`src/rtl/alu_n_pipe.sv`:
```
// WIDTH-bit ALU built from 4-bit 74181-function slices with 74182 group lookahead,
// followed by a LAT-stage valid/ready pipeline and a carry flag for multi-precision chaining.
module alu_n_pipe #(
  parameter int WIDTH = 16,
  parameter int LAT   = 1
) (
  input  logic             clk,
  input  logic             rst,
  input  logic             in_valid,
  output logic             in_ready,
  input  logic [WIDTH-1:0] a,
  input  logic [WIDTH-1:0] b,
  input  logic [3:0]       sel,
  input  logic             mode,
  input  logic             cin,
  input  logic             use_cf,
  output logic             out_valid,
  input  logic             out_ready,
  output logic [WIDTH-1:0] result,
  output logic             cout,
  output logic             zero,
  output logic             aeqb,
  output logic             ovf,
  output logic             cf
);

  localparam int NS   = WIDTH / 4;       // 74181 slices
  localparam int NG   = (NS + 3) / 4;    // 74182 groups
  localparam int NPAD = NG * 4;          // slice P/G padded to whole groups

  typedef struct packed {
    logic [WIDTH-1:0] res;
    logic             co;   // raw polarity: 0 = carry out
    logic             z;
    logic             eq;
    logic             v;
  } payload_t;

  localparam payload_t PAY_RST = '{res: '0, co: 1'b1, z: 1'b0, eq: 1'b0, v: 1'b0};

  // One 74182: carries into slices 1..3 of the group and the group carry-out.
  function automatic logic [3:0] cla182(input logic [3:0] p, input logic [3:0] g, input logic c);
    logic [3:0] co;
    co[0] = g[0] | (p[0] & c);
    co[1] = g[1] | (p[1] & g[0]) | (p[1] & p[0] & c);
    co[2] = g[2] | (p[2] & g[1]) | (p[2] & p[1] & g[0]) | (p[2] & p[1] & p[0] & c);
    co[3] = g[3] | (p[3] & g[2]) | (p[3] & p[2] & g[1]) | (p[3] & p[2] & p[1] & g[0])
          | (&p & c);
    return co;
  endfunction

  logic             cf_q, cf_d;
  logic             ce;
  logic [WIDTH-1:0] x, y, f;
  logic [NPAD-1:0]  sp, sg;
  logic [NS:0]      sc;                  // active-high carry into each slice
  logic             c_msb;
  logic             c_top;
  payload_t         beat;
  logic [LAT-1:0]   valid_q;
  payload_t         stage_q [LAT];
  logic [LAT-1:0]   take;
  logic             accept;

  assign ce = use_cf ? cf_q : cin;

  // x is the 74181 propagate term, y the generate term; x + y + c is the arithmetic result.
  always_comb begin
    // NOTE: every combinational output gets a default first so no path can infer a latch.
    sp = '0;
    sg = '0;
    x  = a | (b & {WIDTH{sel[0]}}) | (~b & {WIDTH{sel[1]}});
    y  = (a & ~b & {WIDTH{sel[2]}}) | (a & b & {WIDTH{sel[3]}});
    for (int s = 0; s < NS; s++) begin
      sp[s] = &x[4*s +: 4];
      sg[s] = y[4*s+3] | (x[4*s+3] & y[4*s+2]) | (x[4*s+3] & x[4*s+2] & y[4*s+1])
            | (x[4*s+3] & x[4*s+2] & x[4*s+1] & y[4*s]);
    end
  end

  // Lookahead within a group; the group carry-out ripples into the next group.
  always_comb begin
    logic [3:0] co;
    co    = '0;
    sc    = '0;
    sc[0] = ~ce;
    for (int s = 0; s < NS; s++) begin
      co      = cla182(sp[4*(s/4) +: 4], sg[4*(s/4) +: 4], sc[4*(s/4)]);
      sc[s+1] = co[s%4];
    end
  end

  always_comb begin
    logic c;
    c     = 1'b0;
    c_msb = 1'b0;
    f     = '0;
    for (int s = 0; s < NS; s++) begin
      c = sc[s];
      for (int i = 0; i < 4; i++) begin
        if (4*s + i == WIDTH - 1) c_msb = c;
        f[4*s+i] = mode ? ~(x[4*s+i] ^ y[4*s+i]) : (x[4*s+i] ^ y[4*s+i] ^ c);
        c        = y[4*s+i] | (x[4*s+i] & c);
      end
    end
  end

  assign c_top = sc[NS];
  assign beat  = '{res: f, co: ~c_top, z: (f == '0), eq: (&f), v: ~mode & (c_msb ^ c_top)};

  // Stage k can load when some stage at or after k is empty, or the tail is draining.
  always_comb begin
    logic full;
    take = '0;
    full = 1'b0;
    for (int k = 0; k < LAT; k++) begin
      full = 1'b1;
      for (int j = k; j < LAT; j++) full = full & valid_q[j];
      take[k] = out_ready | ~full;
    end
  end

  assign in_ready = take[0];
  assign accept   = in_valid & in_ready;
  assign cf_d     = (accept && !mode) ? beat.co : cf_q;

  always_ff @(posedge clk or posedge rst) begin
    if (rst) begin
      valid_q <= '0;
      cf_q    <= 1'b1;
      // NOTE: every stage payload is reset, not just the valid bits, so the outputs show
      // defined idle values straight out of reset regardless of which stage drives them.
      for (int k = 0; k < LAT; k++) stage_q[k] <= PAY_RST;
    end else begin
      // NOTE: non-blocking assignments so every stage samples the pre-edge value of its neighbour.
      cf_q <= cf_d;
      if (take[0]) begin
        valid_q[0] <= in_valid;
        if (in_valid) stage_q[0] <= beat;
      end
      for (int k = 1; k < LAT; k++) begin
        if (take[k]) begin
          valid_q[k] <= valid_q[k-1];
          if (valid_q[k-1]) stage_q[k] <= stage_q[k-1];
        end
      end
    end
  end

  assign out_valid = valid_q[LAT-1];
  assign result    = stage_q[LAT-1].res;
  assign cout      = stage_q[LAT-1].co;
  assign zero      = stage_q[LAT-1].z;
  assign aeqb      = stage_q[LAT-1].eq;
  assign ovf       = stage_q[LAT-1].v;
  assign cf        = cf_q;

endmodule

```
`config.mk`:
```
export PLATFORM = sky130hd
export DESIGN_NAME = alu_n_pipe
export DESIGN_NICKNAME = d
export VERILOG_FILES = /design/src/rtl/alu_n_pipe.sv
export SDC_FILE = /design/constraint.sdc
export NUM_CORES = 1
export LEC_CHECK = 0
export BUFFER_PORTS_ARGS = -buffer_cell sky130_fd_sc_hd__buf_4
export CORE_MARGIN = 10
export CORE_UTILIZATION = 48
export CTS_CLUSTER_SIZE = 8
export DETAILED_ROUTE_END_ITERATION = 7
export PLACE_DENSITY = 0.86
export SYNTH_ARGS = -nofsm -noshare
export SYNTH_HDL_FRONTEND = slang
export SYNTH_SLANG_ARGS = --single-unit
```
`constraint.sdc`:
```
create_clock -name clk -period 2.8 [get_ports clk]
set_input_delay 0.7 -clock clk [delete_from_list [all_inputs] [get_ports clk]]
set_output_delay 0.7 -clock clk [all_outputs]
set_load 0.05 [all_outputs]
```
==> results of run 1 <==
-- worst paths after layout --
check / startpoint / endpoint / slack, ns / depth (start not counted)
setup / recovery: sel[3] / zero / -0.25 / 11
hold / removal: result[9] / result[9] / 0.49 / 2
min in group asynchronous: rst / result[6] / 0.58 / 2
hold reg to reg: result[9] / result[9] / 0.49 / 2
setup reg to reg: cf / zero / -0.03 / 10
max in group asynchronous: rst / result[11] / 1.73 / 2
-- flip-flops by register name, indices dropped and copies added (netlist names) --
signal     count
out_valid      1
cf             1
result        16
zero           1
aeqb           1
cout           1
ovf            1
-- timing repair --
item / CTS / global route
gates resized for setup: 4 / 36
pin swaps: 3 / 20
hold buffers: 0 / 0
endpoints found under the setup margin: 4 / 10
buffers inserted: 0 / 3
-- metrics by stage --
| stage | util | TNS (ns) | total power (W) | setup WS, ns |
|---|---|---|---|---|
| after global placement | 0.734 | -2.13 | 0.00136 | -0.360 |
| after CTS | 0.748 | -0.250 | 0.00159 | -0.122 |
| final | 0.787 | -0.348 | 0.00165 | -0.253 |
| after floorplan | - | -0.204 | 0.000991 | -0.175 |
| after detailed placement | 0.734 | -2.71 | 0.00139 | -0.406 |
| after global routing | 0.787 | -0.928 | 0.00175 | -0.426 |
-- synthesized netlist by cell type (4+ instances only) --
| library cell | n |
|---|---|
| a211oi_1 | 5 |
| a21oi_1 | 17 |
| a22o_1 | 4 |
| and2_1 | 5 |
| clkbuf_1 | 10 |
| dfrtp_1 | 20 |
| inv_1 | 10 |
| mux2_2 | 14 |
| mux2i_1 | 10 |
| nand2_1 | 41 |
| nand2b_1 | 6 |
| nor2_1 | 27 |
| nor2b_1 | 12 |
| nor3_1 | 5 |
| o211ai_1 | 4 |
| o21ai_0 | 25 |
| o31ai_1 | 4 |
| xnor2_1 | 9 |
| xor2_1 | 7 |
-- worst max-delay path, cell delays in order --
cell and delay (ns):
buf_4 0.15, mux2_2 0.30, a21oi_2 0.17, nor3_1 0.10
a221oi_4 0.37, a21oi_2 0.13, nor3_2 0.28, xor2_1 0.17
nand4b_1 0.10, or4b_1 0.52, o31ai_2 0.22
-- metal layers --
layer  track usage  vias to the layer above  routed length (um)
li1              -                     1302                   -
met1         0.217                     1208                3140
met2         0.297                       94                3790
met3        0.0303                       15                 513
met4        0.0426                        0                  99
met5             0                        -                   0
-- where the power goes --
part | switching, W | total [W] | internal, W
logic | 0.000591 | 0.00102 | 0.000432
registers | 0.0000382 | 0.000426 | 0.000388
clock network | 0.0000987 | 0.000200 | 0.000102
total | 0.000728 | 0.00165 | 0.000922
-- layout make-up --
cell class                      instances  area share
Multi-Input combinational cell        245       0.503
Timing Repair Buffer                  134       0.298
Sequential cell                        22       0.157
Tap cell                               52      0.0185
Clock buffer                            4      0.0128
Inverter                               10      0.0107
-- kinds of logic (layout without fill, tap and decap cells) --
group / count (synthesis) / after routing
compound gates: 80 / 80
xor+xnor: 16 / 16
buf+inv: 24 / 148
flops: 22 / 22
mux: 26 / 26
simple gates: 123 / 123
==> impl_metrics.yaml, run 1 <==
yosys:
  seq_area_frac_synth: 0.244
  syn_inst: 291
  synth_fa_ha_area_frac: 0
  synth_ff_type: "dfrtp_1"
  synth_top_family_by_area: "simple AND/OR/NAND/NOR gates"
  async_flop_share: 1.00
  yosysTopAreaCellShare: 0.221
  ys_warn_count: 0
  synthMuxAreaShare: 0.127
  synth_cell_types: 54
  syn_area_per_cell_um2: 7.80
  syn_nets: 334
  yosysTopAreaCell: "dfrtp_1"
  syn_area_mm2: 0.00227
  synth_compound_area_frac: 0.244
  synth.area.top_cells: "dfrtp_1 22%, mux2_2 6.9%, nand2_1 6.8%, o21ai_0 5.5%, nor2_1 4.5%"
  synth_simple_gate_area_frac: 0.277
  synth_seq_cells: 22
  synth_edf_count: 0
  synth-xor-area-share: 0.0617
sta:
  rsz0062_at_grt: "yes"
  max_slew_margin: 0.474
  period_needed_ns: 3.05
  fmaxAchievable_mhz: 328
  worst_slack_ns: -0.253
  clock_skew_ns: 0.00633
  finalSetupViolations: 3
  worst_pin_slew_ns: 0.788
  fin_crit_sh: 1.09
  whs_ns: 0.489
  slew_violations: 0
  hold_viol: 0
routing:
  postRouteWirelength_um: 7550
  drt_iter0_drc: 146
  routedWlPerCell_um: 16.2
  drt.antenna.violating_nets: 0
  drc: 0
  drt_pass1_iterations: 4
  via_per_inst: 5.61
  vias: 2619
clock_network:
  cts.sinks: 22
  cts-buffers-inserted: 3
  ctsLongestPathBuffers: 2
  clk_pin_slew_ns: 0.08
  root_buffer: "clkbuf_8"
  htreeDepth: 1
  worstSkewPairLatency_ns: 0.27
  cts_tree: "yes"
floorplan:
  rows: 24
  die_y_um: 88.8
  core-area_mm2: 0.00447
  io_pins: 66
  start_util: 0.507
  die_width_um: 88.8
  fp.dieArea_mm2: 0.00788
cells_and_area:
  n_fill_cell: 282
  area_delta_synth_final_pct: 55.1
  layout_commonest_cell: "buf_4"
  ff_latch_area_um2: 553
  final_area_mm2: 0.00352
  drive_gt1_frac: 0.458
  finalNetCount: 459
  antenna_cells: 0
  fin_cells: 467
  multi_input_area_mm2: 0.00177
  layout_common_cells: "128 x buf_4, 40 x nand2_1, 26 x nor2_1"
pwr:
  total_leakage_power_nw: 1.67
  p_per_area_mw_per_mm2: 469
  ir_worst_vdd_v: 0.000282
global_route:
  overflow: 0
  grt_pass1_wl_um: 11400
  grt_max_degree: 33
  grt_pass1_vias: 2574
  grt_usage: 0.173
  antenna_found_initial: 0
place:
  routabilityCongestion: 0.911
  hpwl_um: 5880
  dp.cells: 460
  io_buffers: 65
  placed_area_mm2: 0.00329
job:
  cap_violations: 0
worst_setup_path:
  start_kind: "input pin"
  worst_ep_required_time_ns: 2.97
  critical_path.max_fanout: 8
  cp_data_arrival_time_ns: 3.22
  end_kind: "register"
  path_class: "input pin to register"
hold_path:
  hp-class: "register to register"
run_status:
  outcome: "finished with violations"
  failed_checks: "negative setup slack"
No activity file was read; power rests on OpenSTA's default activity.
==> run 2: changes to the inputs <==
CELL_PAD_IN_SITES_DETAIL_PLACEMENT = 0   (was default)
CELL_PAD_IN_SITES_GLOBAL_PLACEMENT = 1   (was default)
CORE_UTILIZATION = 34   (was 48)
CTS_CLUSTER_SIZE = 10   (was 8)
GPL_TIMING_DRIVEN = 0   (was default)
PLACE_DENSITY = 0.85   (was 0.86)
==> run 2 against run 1 <==
  * The flow still finishes with violations (negative setup slack)
  * Global-route usage is 4.9 points lower
  * Die area is 31% higher
  * Combinational power is 9.6% lower
  * Sequential power hardly changed
  * Count of clock-buffer cells in the layout is 1 lower
  * Critical endpoint unchanged
  * Highest routed layer unchanged
==> impl_metrics.yaml, run 2 (synthesis gave the netlist of run 1 again) <==
worst_setup_path:
  slowest_delay_ns: 0.56
  path_class: "input pin to register"
  end_kind: "register"
  start_kind: "input pin"
  critical_path.max_fanout: 5
  cp_data_arrival_time_ns: 3.24
  worst_ep_required_time_ns: 2.98
  slowest_stage: "or4b_4"
  path_cells: "buf_4 > mux2_4 > a21oi_4 > nor3_2 > a221oi_4 > buf_4 > nand2_2 > mux2_4 > nor3_4 > nand4b_1 > or4b_4 > o31ai_4"
  r2r_slack_ns: -0.05
cells_and_area:
  area_delta_synth_final_pct: 39.4
  antenna_cells: 0
  finalNetCount: 411
  largest_register_ff_count: 16
  n_fill_cell: 633
  ff_latch_area_um2: 553
  fin_cells: 443
  layout_commonest_cell: "buf_4"
  multi_input_area_mm2: 0.00179
  layout_common_cells: "68 x buf_4, 40 x nand2_1, 27 x nor2_1"
  drive_gt1_frac: 0.372
clock_network:
  cts-buffers-inserted: 3
  clk_pin_slew_ns: 0.07
  cts_tree: "yes"
  root_buffer: "clkbuf_8"
  ctsLongestPathBuffers: 2
  worstSkewPairLatency_ns: 0.26
  ctsHoldBuffers: 0
  htreeDepth: 1
  cts.sinks: 22
routing:
  routedWlPerCell_um: 15.7
  postRouteWirelength_um: 6930
  drc: 0
  drt_iter0_drc: 133
  via_per_inst: 5.37
  vias: 2380
  drt.antenna.violating_nets: 0
  drt_pass1_iterations: 4
pwr:
  finalPower_w: 0.00154
  p_switching_w: 0.000699
  clock_power_share: 0.123
  ir_worst_vdd_v: 0.000189
  total_leakage_power_nw: 1.40
  p_int_w: 0.000837
  pwr-share-seq: 0.277
  p_per_area_mw_per_mm2: 485
  p_sw_frac: 0.455
  p_comb_frac: 0.600
job:
  cap_violations: 0
floorplan:
  start_util: 0.353
  fp.dieArea_mm2: 0.0103
  rows: 29
  die_width_um: 102
  core-area_mm2: 0.00642
  die_y_um: 102
  io_pins: 66
global_route:
  grt_usage: 0.124
  grt_max_degree: 23
  antenna_found_initial: 0
  grt_pass1_wl_um: 10900
  grt_pass1_vias: 2274
  overflow: 0
sta:
  finalSetupViolations: 4
  clock_skew_ns: 0.00107
  max_slew_margin: 0.480
  fmaxAchievable_mhz: 327
  whs_ns: 0.483
  rsz0062_at_grt: "yes"
  worst_slack_ns: -0.262
  slew_violations: 0
  hold_viol: 0
  period_needed_ns: 3.06
  fin_crit_sh: 1.09
  worst_pin_slew_ns: 0.779
place:
  place_ws_ns: -0.691
  dp.cells: 428
  hpwl_um: 5390
  io_buffers: 60
  routabilityCongestion: 0.873
run_status:
  failed_checks: "negative setup slack"
  outcome: "finished with violations"
hold_path:
  hp-class: "register to register"
## run 2: worst paths after layout
path | from | to | depth (start not counted)
worst max-delay path | b[0] | zero | 12
worst min-delay path | result[1] | result[1] | 2
worst max register to register | cf | zero | 11
worst min register to register | result[1] | result[1] | 2
max in group asynchronous | rst | result[0] | 2
min in group asynchronous | rst | result[11] | 2
## run 2: routing by layer
metal,vias to the layer above,global-route usage,routed length (um)
met5,-,0,0
met4,0,0.0165,26
met3,3,0.0259,457
met2,65,0.206,3210
met1,1115,0.163,3240
li1,1197,-,-
## run 2: through the flow
step | util | TNS, ns | cell area, um^2
floorplan | - | -0.204 | 2290
global placement | 0.441 | -3.74 | 2830
detailed placement | 0.441 | -3.57 | 2830
CTS | 0.473 | -0.375 | 3040
global route | 0.493 | -1.24 | 3160
finish | 0.493 | -0.518 | 3160
## run 2: area by class of cell
class / count / share of cell area
flip-flops and latches: 22 / 0.175
inverters: 10 / 0.0130
well taps: 77 / 0.0304
plain buffers: 14 / 0.0253
multi-input cells: 245 / 0.565
clock buffers: 3 / 0.0130
repair buffers: 72 / 0.178
## run 2: what timing repair did
action / 4_1_cts / 5_1_grt
pin swaps: 8 / 13
endpoints found under the setup margin: 7 / 8
setup buffers: 8 / 4
gates resized for setup: 26 / 18
gates cloned: 0 / 0
## run 2: critical path, delay by kind of cell
family	cells	cell delay (ns)
AOI/OAI and AO/OA	3	0.63
buffers and inverters	2	0.30
muxes	2	0.65
and+or+nand+nor	5	0.94
## run 2: power groups by stage
| stage | logic, W | registers (W) | clock network [W] |
|---|---|---|---|
| 5_1_grt | 0.000987 | 0.000433 | 0.000203 |
| 3_3_place_gp | 0.000810 | 0.000429 | 0 |
| 4_1_cts | 0.000882 | 0.000426 | 0.000192 |
| 2_1_floorplan | 0.000333 | 0.000658 | 0 |
| 6_report | 0.000922 | 0.000425 | 0.000189 |
| 3_5_place_dp | 0.000818 | 0.000432 | 0 |
